===== src/rtl/core_pkg.sv =====
// Shared RV32 core definitions: fetch FSM encoding, instruction size and the
// major opcodes the decoder also keys on.
package core_pkg;

  typedef enum logic [2:0] {
    IDLE   = 3'd0,
    FETCH  = 3'd1,
    SQUASH = 3'd2,
    HOLD   = 3'd3,
    FAULT  = 3'd4
  } fetch_state_t;

  localparam int unsigned INSN_BYTES = 4;

  localparam logic [6:0] OP_LOAD   = 7'b0000011;
  localparam logic [6:0] OP_IMM    = 7'b0010011;
  localparam logic [6:0] OP_STORE  = 7'b0100011;
  localparam logic [6:0] OP_BRANCH = 7'b1100011;
  localparam logic [6:0] OP_JAL    = 7'b1101111;
  localparam logic [6:0] OP_LUI    = 7'b0110111;
  localparam logic [6:0] OP_REG    = 7'b0110011;

  function automatic logic misaligned(input logic [31:0] addr);
    return addr[1:0] != 2'b00;
  endfunction

endpackage


===== src/rtl/fetch_unit.sv =====
// Instruction-fetch front end: PC, one outstanding memory read, a single-entry
// instruction buffer toward the decoder, and redirect / misaligned-target handling.
module fetch_unit
  import core_pkg::*;
#(
  parameter int unsigned     XLEN     = 32,
  parameter logic [XLEN-1:0] RESET_PC = '0
) (
  input  logic            clk,
  input  logic            nRst,
  output logic            mem_req,
  output logic [XLEN-1:0] mem_addr,
  input  logic            mem_ack,
  input  logic [XLEN-1:0] mem_rdata,
  input  logic            redirect,
  input  logic [XLEN-1:0] redirect_pc,
  input  logic            dec_ready,
  output logic            inst_valid,
  output logic [6:0]      opcode,
  output logic [24:0]     instruction,
  output logic [XLEN-1:0] inst_pc,
  output logic            fetch_fault
);

  fetch_state_t    state_q, state_d;
  logic [XLEN-1:0] pc_q, pc_d;
  logic [XLEN-1:0] req_addr_q, req_addr_d;
  logic [XLEN-1:0] buf_q, buf_d;
  logic [XLEN-1:0] inst_pc_q, inst_pc_d;
  logic [XLEN-1:0] squash_tgt;
  fetch_state_t    redir_st;

  always_ff @(posedge clk) begin
    if (!nRst) begin
      state_q    <= IDLE;
      pc_q       <= RESET_PC;
      req_addr_q <= '0;
      buf_q      <= '0;
      inst_pc_q  <= '0;
    end else begin
      state_q    <= state_d;
      pc_q       <= pc_d;
      req_addr_q <= req_addr_d;
      buf_q      <= buf_d;
      inst_pc_q  <= inst_pc_d;
    end
  end

  always_comb begin
    state_d    = state_q;
    pc_d       = pc_q;
    req_addr_d = req_addr_q;
    buf_d      = buf_q;
    inst_pc_d  = inst_pc_q;
    redir_st   = misaligned(redirect_pc) ? FAULT : FETCH;
    squash_tgt = redirect ? redirect_pc : pc_q;

    unique case (state_q)
      IDLE: begin
        if (redirect) begin
          pc_d       = redirect_pc;
          req_addr_d = redirect_pc;
          state_d    = redir_st;
        end else begin
          req_addr_d = pc_q;
          state_d    = FETCH;
        end
      end
      FETCH: begin
        if (redirect) begin
          pc_d = redirect_pc;
          // Without an ack the old read is still in flight and must drain first.
          if (mem_ack) begin
            req_addr_d = redirect_pc;
            state_d    = redir_st;
          end else begin
            state_d = SQUASH;
          end
        end else if (mem_ack) begin
          buf_d     = mem_rdata;
          inst_pc_d = req_addr_q;
          pc_d      = req_addr_q + XLEN'(INSN_BYTES);
          state_d   = HOLD;
        end
      end
      SQUASH: begin
        if (redirect) pc_d = redirect_pc;
        if (mem_ack) begin
          req_addr_d = squash_tgt;
          state_d    = misaligned(squash_tgt) ? FAULT : FETCH;
        end
      end
      HOLD: begin
        if (redirect) begin
          pc_d       = redirect_pc;
          req_addr_d = redirect_pc;
          state_d    = redir_st;
        end else if (dec_ready) begin
          req_addr_d = pc_q;
          state_d    = FETCH;
        end
      end
      FAULT: begin
        if (redirect) begin
          pc_d       = redirect_pc;
          req_addr_d = redirect_pc;
          state_d    = redir_st;
        end
      end
      default: state_d = IDLE;
    endcase
  end

  // Moore outputs straight off the state and data registers.
  assign mem_req     = (state_q == FETCH) || (state_q == SQUASH);
  assign mem_addr    = req_addr_q;
  assign inst_valid  = (state_q == HOLD);
  assign fetch_fault = (state_q == FAULT);
  assign opcode      = buf_q[6:0];
  assign instruction = buf_q[31:7];
  assign inst_pc     = inst_pc_q;

endmodule


===== config.mk =====
export PLATFORM = sky130hd
export DESIGN_NAME = fetch_unit
export DESIGN_NICKNAME = d
export VERILOG_FILES = /design/src/rtl/core_pkg.sv /design/src/rtl/fetch_unit.sv
export SDC_FILE = /design/constraint.sdc
export NUM_CORES = 1
export LEC_CHECK = 0
export ABC_AREA = 1
export BUFFER_PORTS_ARGS = -buffer_cell sky130_fd_sc_hd__buf_2
export CORE_ASPECT_RATIO = 0.5
export CORE_MARGIN = 2
export CORE_UTILIZATION = 41
export DETAILED_ROUTE_END_ITERATION = 8
export GPL_TIMING_DRIVEN = 0
export SLEW_MARGIN = 25
export SYNTH_ARGS = -nofsm -noshare
export SYNTH_HDL_FRONTEND = slang
export SYNTH_SLANG_ARGS = --single-unit

===== constraint.sdc =====
create_clock -name clk -period 1.8 [get_ports clk]
set_input_delay 0.18 -clock clk [delete_from_list [all_inputs] [get_ports clk]]
set_output_delay 0.18 -clock clk [all_outputs]
set_load 0.05 [all_outputs]

==> impl_results.md <==
- Via Count: 7883
- Largest net degree at the start of global routing: 17
- Startpoint Class: register
- IR Drop Worst-Case VDD: 739.4 uV
- Post-synth cell types: 35
- Met1 Use GR: 41.83%
- Sequential Power Share: 26.7%
- Final setup margin: 28.32 ps
- Initial Util: 42.60%
- Part of the power in combinational logic: 52.4%
- Antenna violations before repair: 1
- CTS tree: built
- CTS Sinks: 131
- IO Port Bufs: 166
- Syn Std Cell Area: 6669 um2
- CP peak stage delay: 370 ps
- CTS H-tree depth: 4
- Clock Skews: 15.43 ps
- Fraction of layout cells with a size suffix above 1: 23.14%
- Dpl ws: -294.7 ps
- #FFs+latches synth: 131
- Area growth from synthesis to layout: 36.19%
- Die width: 184.4 um
- Mean Syn Cell Area: 6.370 um2
- Tcrit/Tclk final: 98.43%
- GRT Resource Usage Total: 29.99%
- Critical Path Sink Type: register
- Clk slew on worst S/H paths: 70 ps
- First-pass GRT wire length: 39210 um
- Core ar.: 15660 um2
- GP Congestion: 0.9456
- Max stage delay cell, worst path: dfxtp_2
- Pwr dens: 1773 nW/um2
- Syn Inst Count: 1047
- Die Y: 94.18 um
- CTS Root Cell: clkbuf_16
- Non-filler instance count after layout: 1509
- DP Cell Count: 1434
- Setup TNS: 0 ps
- Leakage: 4.367 nW
- Min Tclk post-route: 1772 ps
- Worst-Skew Late Latency: 430 ps
- Worst path arrival time: 2120 ps
- P_int: 0.008121 W
- Met2 Use GR: 44.74%
- Row count: 32
- HPWL Detailed: 18620 um
- RSZ-0062 raised after global routing: true
- Clock buffer depth: 2
- Top-area cell type share of the netlist area: 39.32%
- Drt total wl: 26420 um
- Total iterations of the first detailed-routing run: 5
- Vias in the first global route: 7196
- Required time of the critical path: 2150 ps
- Synthesized Nets: 1117
- Status: complete, no violations
- Final Max Slew Viols: 0
- Antenna-violating nets left: 0
- Cell Chain, Critical Path: ha_1, nand2_1, nor2_4, nand3_1, inv_1, nand2_1, nand2_1, nand3_1, a21oi_1
- I/O pin count: 168
- Clk pwr share: 20.9%
- GR Util met3: 8.953%
- Top post-synthesis cells by area: dfxtp_1 39%, nand2_1 15%, nor2_1 9.7%
- Yosys warns: 0
- CP Max Fanout: 7
- Sw frac: 49.58%
- CP most frequent cell: nand2_1
- Final Setup Violations: 0
- Final antenna diode count: 0
- Drt via density: 5.224
- Layout net count: 1346
- DRC viols: 0
- Leading area contributor after synthesis: dfxtp_1
- Seq/Total Area, Yosys: 39.32%
- Worst-Margin Slew: 654.5 ps
- Max-Cap Viols: 0
- Drt initial violations: 622
- Crit Path Class: reg2reg
- Gr ovfl total: 0
- Die area: 17360 um2
- Routed len/inst: 17.51 um
- Psw: 0.007986 W
- Fin util: 58.02%
- Busiest grt layer: met2
- Count of final hold-check violations: 0
- TritonCTS Buffers: 17
- Fmax: 0.5644 GHz
- Rel. slew slack: 56.36%
- Hold Path Class: in2reg
[per-stage QoR]
| stage | hold WS [ps] | area [um2] | total power (W) |
|---|---|---|---|
| 2_1_floorplan | 314.9 | 6676 | 0.009209 |
| 3_3_place_gp | 402.2 | 7784 | 0.01138 |
| 3_5_place_dp | 407.9 | 7784 | 0.01143 |
| 4_1_cts | 6.685 | 8760 | 0.01506 |
| 5_1_grt | 55.57 | 9082 | 0.01693 |
| 6_report | 26.49 | 9082 | 0.01611 |
[cells in the final DEF (no fill, tap or decap), types with 5 or more instances in the layout]
cell type / count
nor2_4: 8
a21boi_0: 9
buf_4: 16
nand2_1: 267
nor2_2: 8
nand2_4: 5
a21oi_1: 86
nand3_1: 42
o21ai_1: 11
a31oi_1: 14
clkbuf_2: 14
buf_2: 176
xor2_1: 8
inv_1: 77
nor2_1: 161
inv_6: 5
dfxtp_1: 125
clkbuf_16: 19
clkbuf_1: 21
o21ai_0: 122
dlygate4sd3_1: 31
[cell type report]
class,instances,area (um2)
timing repair buffer,210,1299
fill,1533,6573
tap,221,276.5
clock inverter,14,127.6
sequential,131,2635
clock buffer,17,425.4
buffer,59,331.6
multi-input combinational,774,3674
inverter,83,314.1
[power groups by stage]
| stage | logic [W] | registers, W | clock network, W |
|---|---|---|---|
| final | 0.00843 | 0.00431 | 0.00336 |
| after global routing | 0.00903 | 0.00439 | 0.00351 |
| after CTS | 0.00744 | 0.00424 | 0.00337 |
| after detailed placement | 0.00714 | 0.00429 | 0 |
| after global placement | 0.00709 | 0.00428 | 0 |
| after floorplan | 0.00358 | 0.00563 | 0 |
[synthesized netlist by cell type (all sizes together)]
cell / count
o211ai: 3
xor2: 8
clkbuf: 36
a21boi: 9
and3: 1
clkinv: 1
nor3b: 1
buf: 24
o21ai: 136
a21oi: 87
nand3: 44
a31oi: 14
nor2: 177
inv: 82
nand3b: 1
and2: 2
ha: 1
nand4: 3
dfxtp: 131
nor3: 5
a41oi: 1
a211oi: 2
or2: 3
nand2: 275
[worst paths after layout]
kind | cells past startpoint | from | endpoint | slack, ps
min reg2reg | 2 | inst_pc[2]$_SDFFE_PN0P_ | inst_pc[2]$_SDFFE_PN0P_ | 500
max | 9 | mem_addr[2]$_SDFFE_PN0P_ | pc_q[28]$_SDFFE_PN0P_ | 30
min | 3 | mem_rdata[8] | buf_q[8]$_SDFFE_PN0P_ | 30
max reg2reg | 9 | mem_addr[2]$_SDFFE_PN0P_ | pc_q[28]$_SDFFE_PN0P_ | 30
[critical path, delay by kind of cell, from the launching register on]
kind                     cells  cell delay (ps)
AND/OR/NAND/NOR              6              830
flip-flops                   1              370
AO/OA/AOI/OAI                1              190
adder cells (fa/ha/maj)      1              180
buffers and inverters        1              140
[registers in the layout, summed over array words and instances (netlist names)]
signal and flops:
state_q 3, inst_pc 32, pc_q 32, buf_q 32
mem_addr 32
[layer usage]
| layer | vias to the layer above | share of wire, % |
|---|---|---|
| met2 | 410 | 42 |
| met4 | 0 | 1.2 |
| li1 | 3832 | - |
| met3 | 35 | 11 |
| met1 | 3606 | 46 |
| met5 | - | 0 |
[kinds of logic after synthesis]
family          share of synthesized area (%)
buf+inv                                 8.574
fa+ha+maj                              0.1876
flops                                   39.32
xor+xnor                                1.051
simple gates                            30.99
compound gates                          19.87
[what timing repair did]
action | CTS | global route
setup buffers | 4 | 7
resized for setup | 25 | 74
endpoints found under the hold margin | 31 | 0
hold buffers | 31 | 0
endpoints found under the setup margin | 109 | 119
pin swaps | 4 | 6
gates cloned | 0 | 3
(Power assumes the default switching activity.)
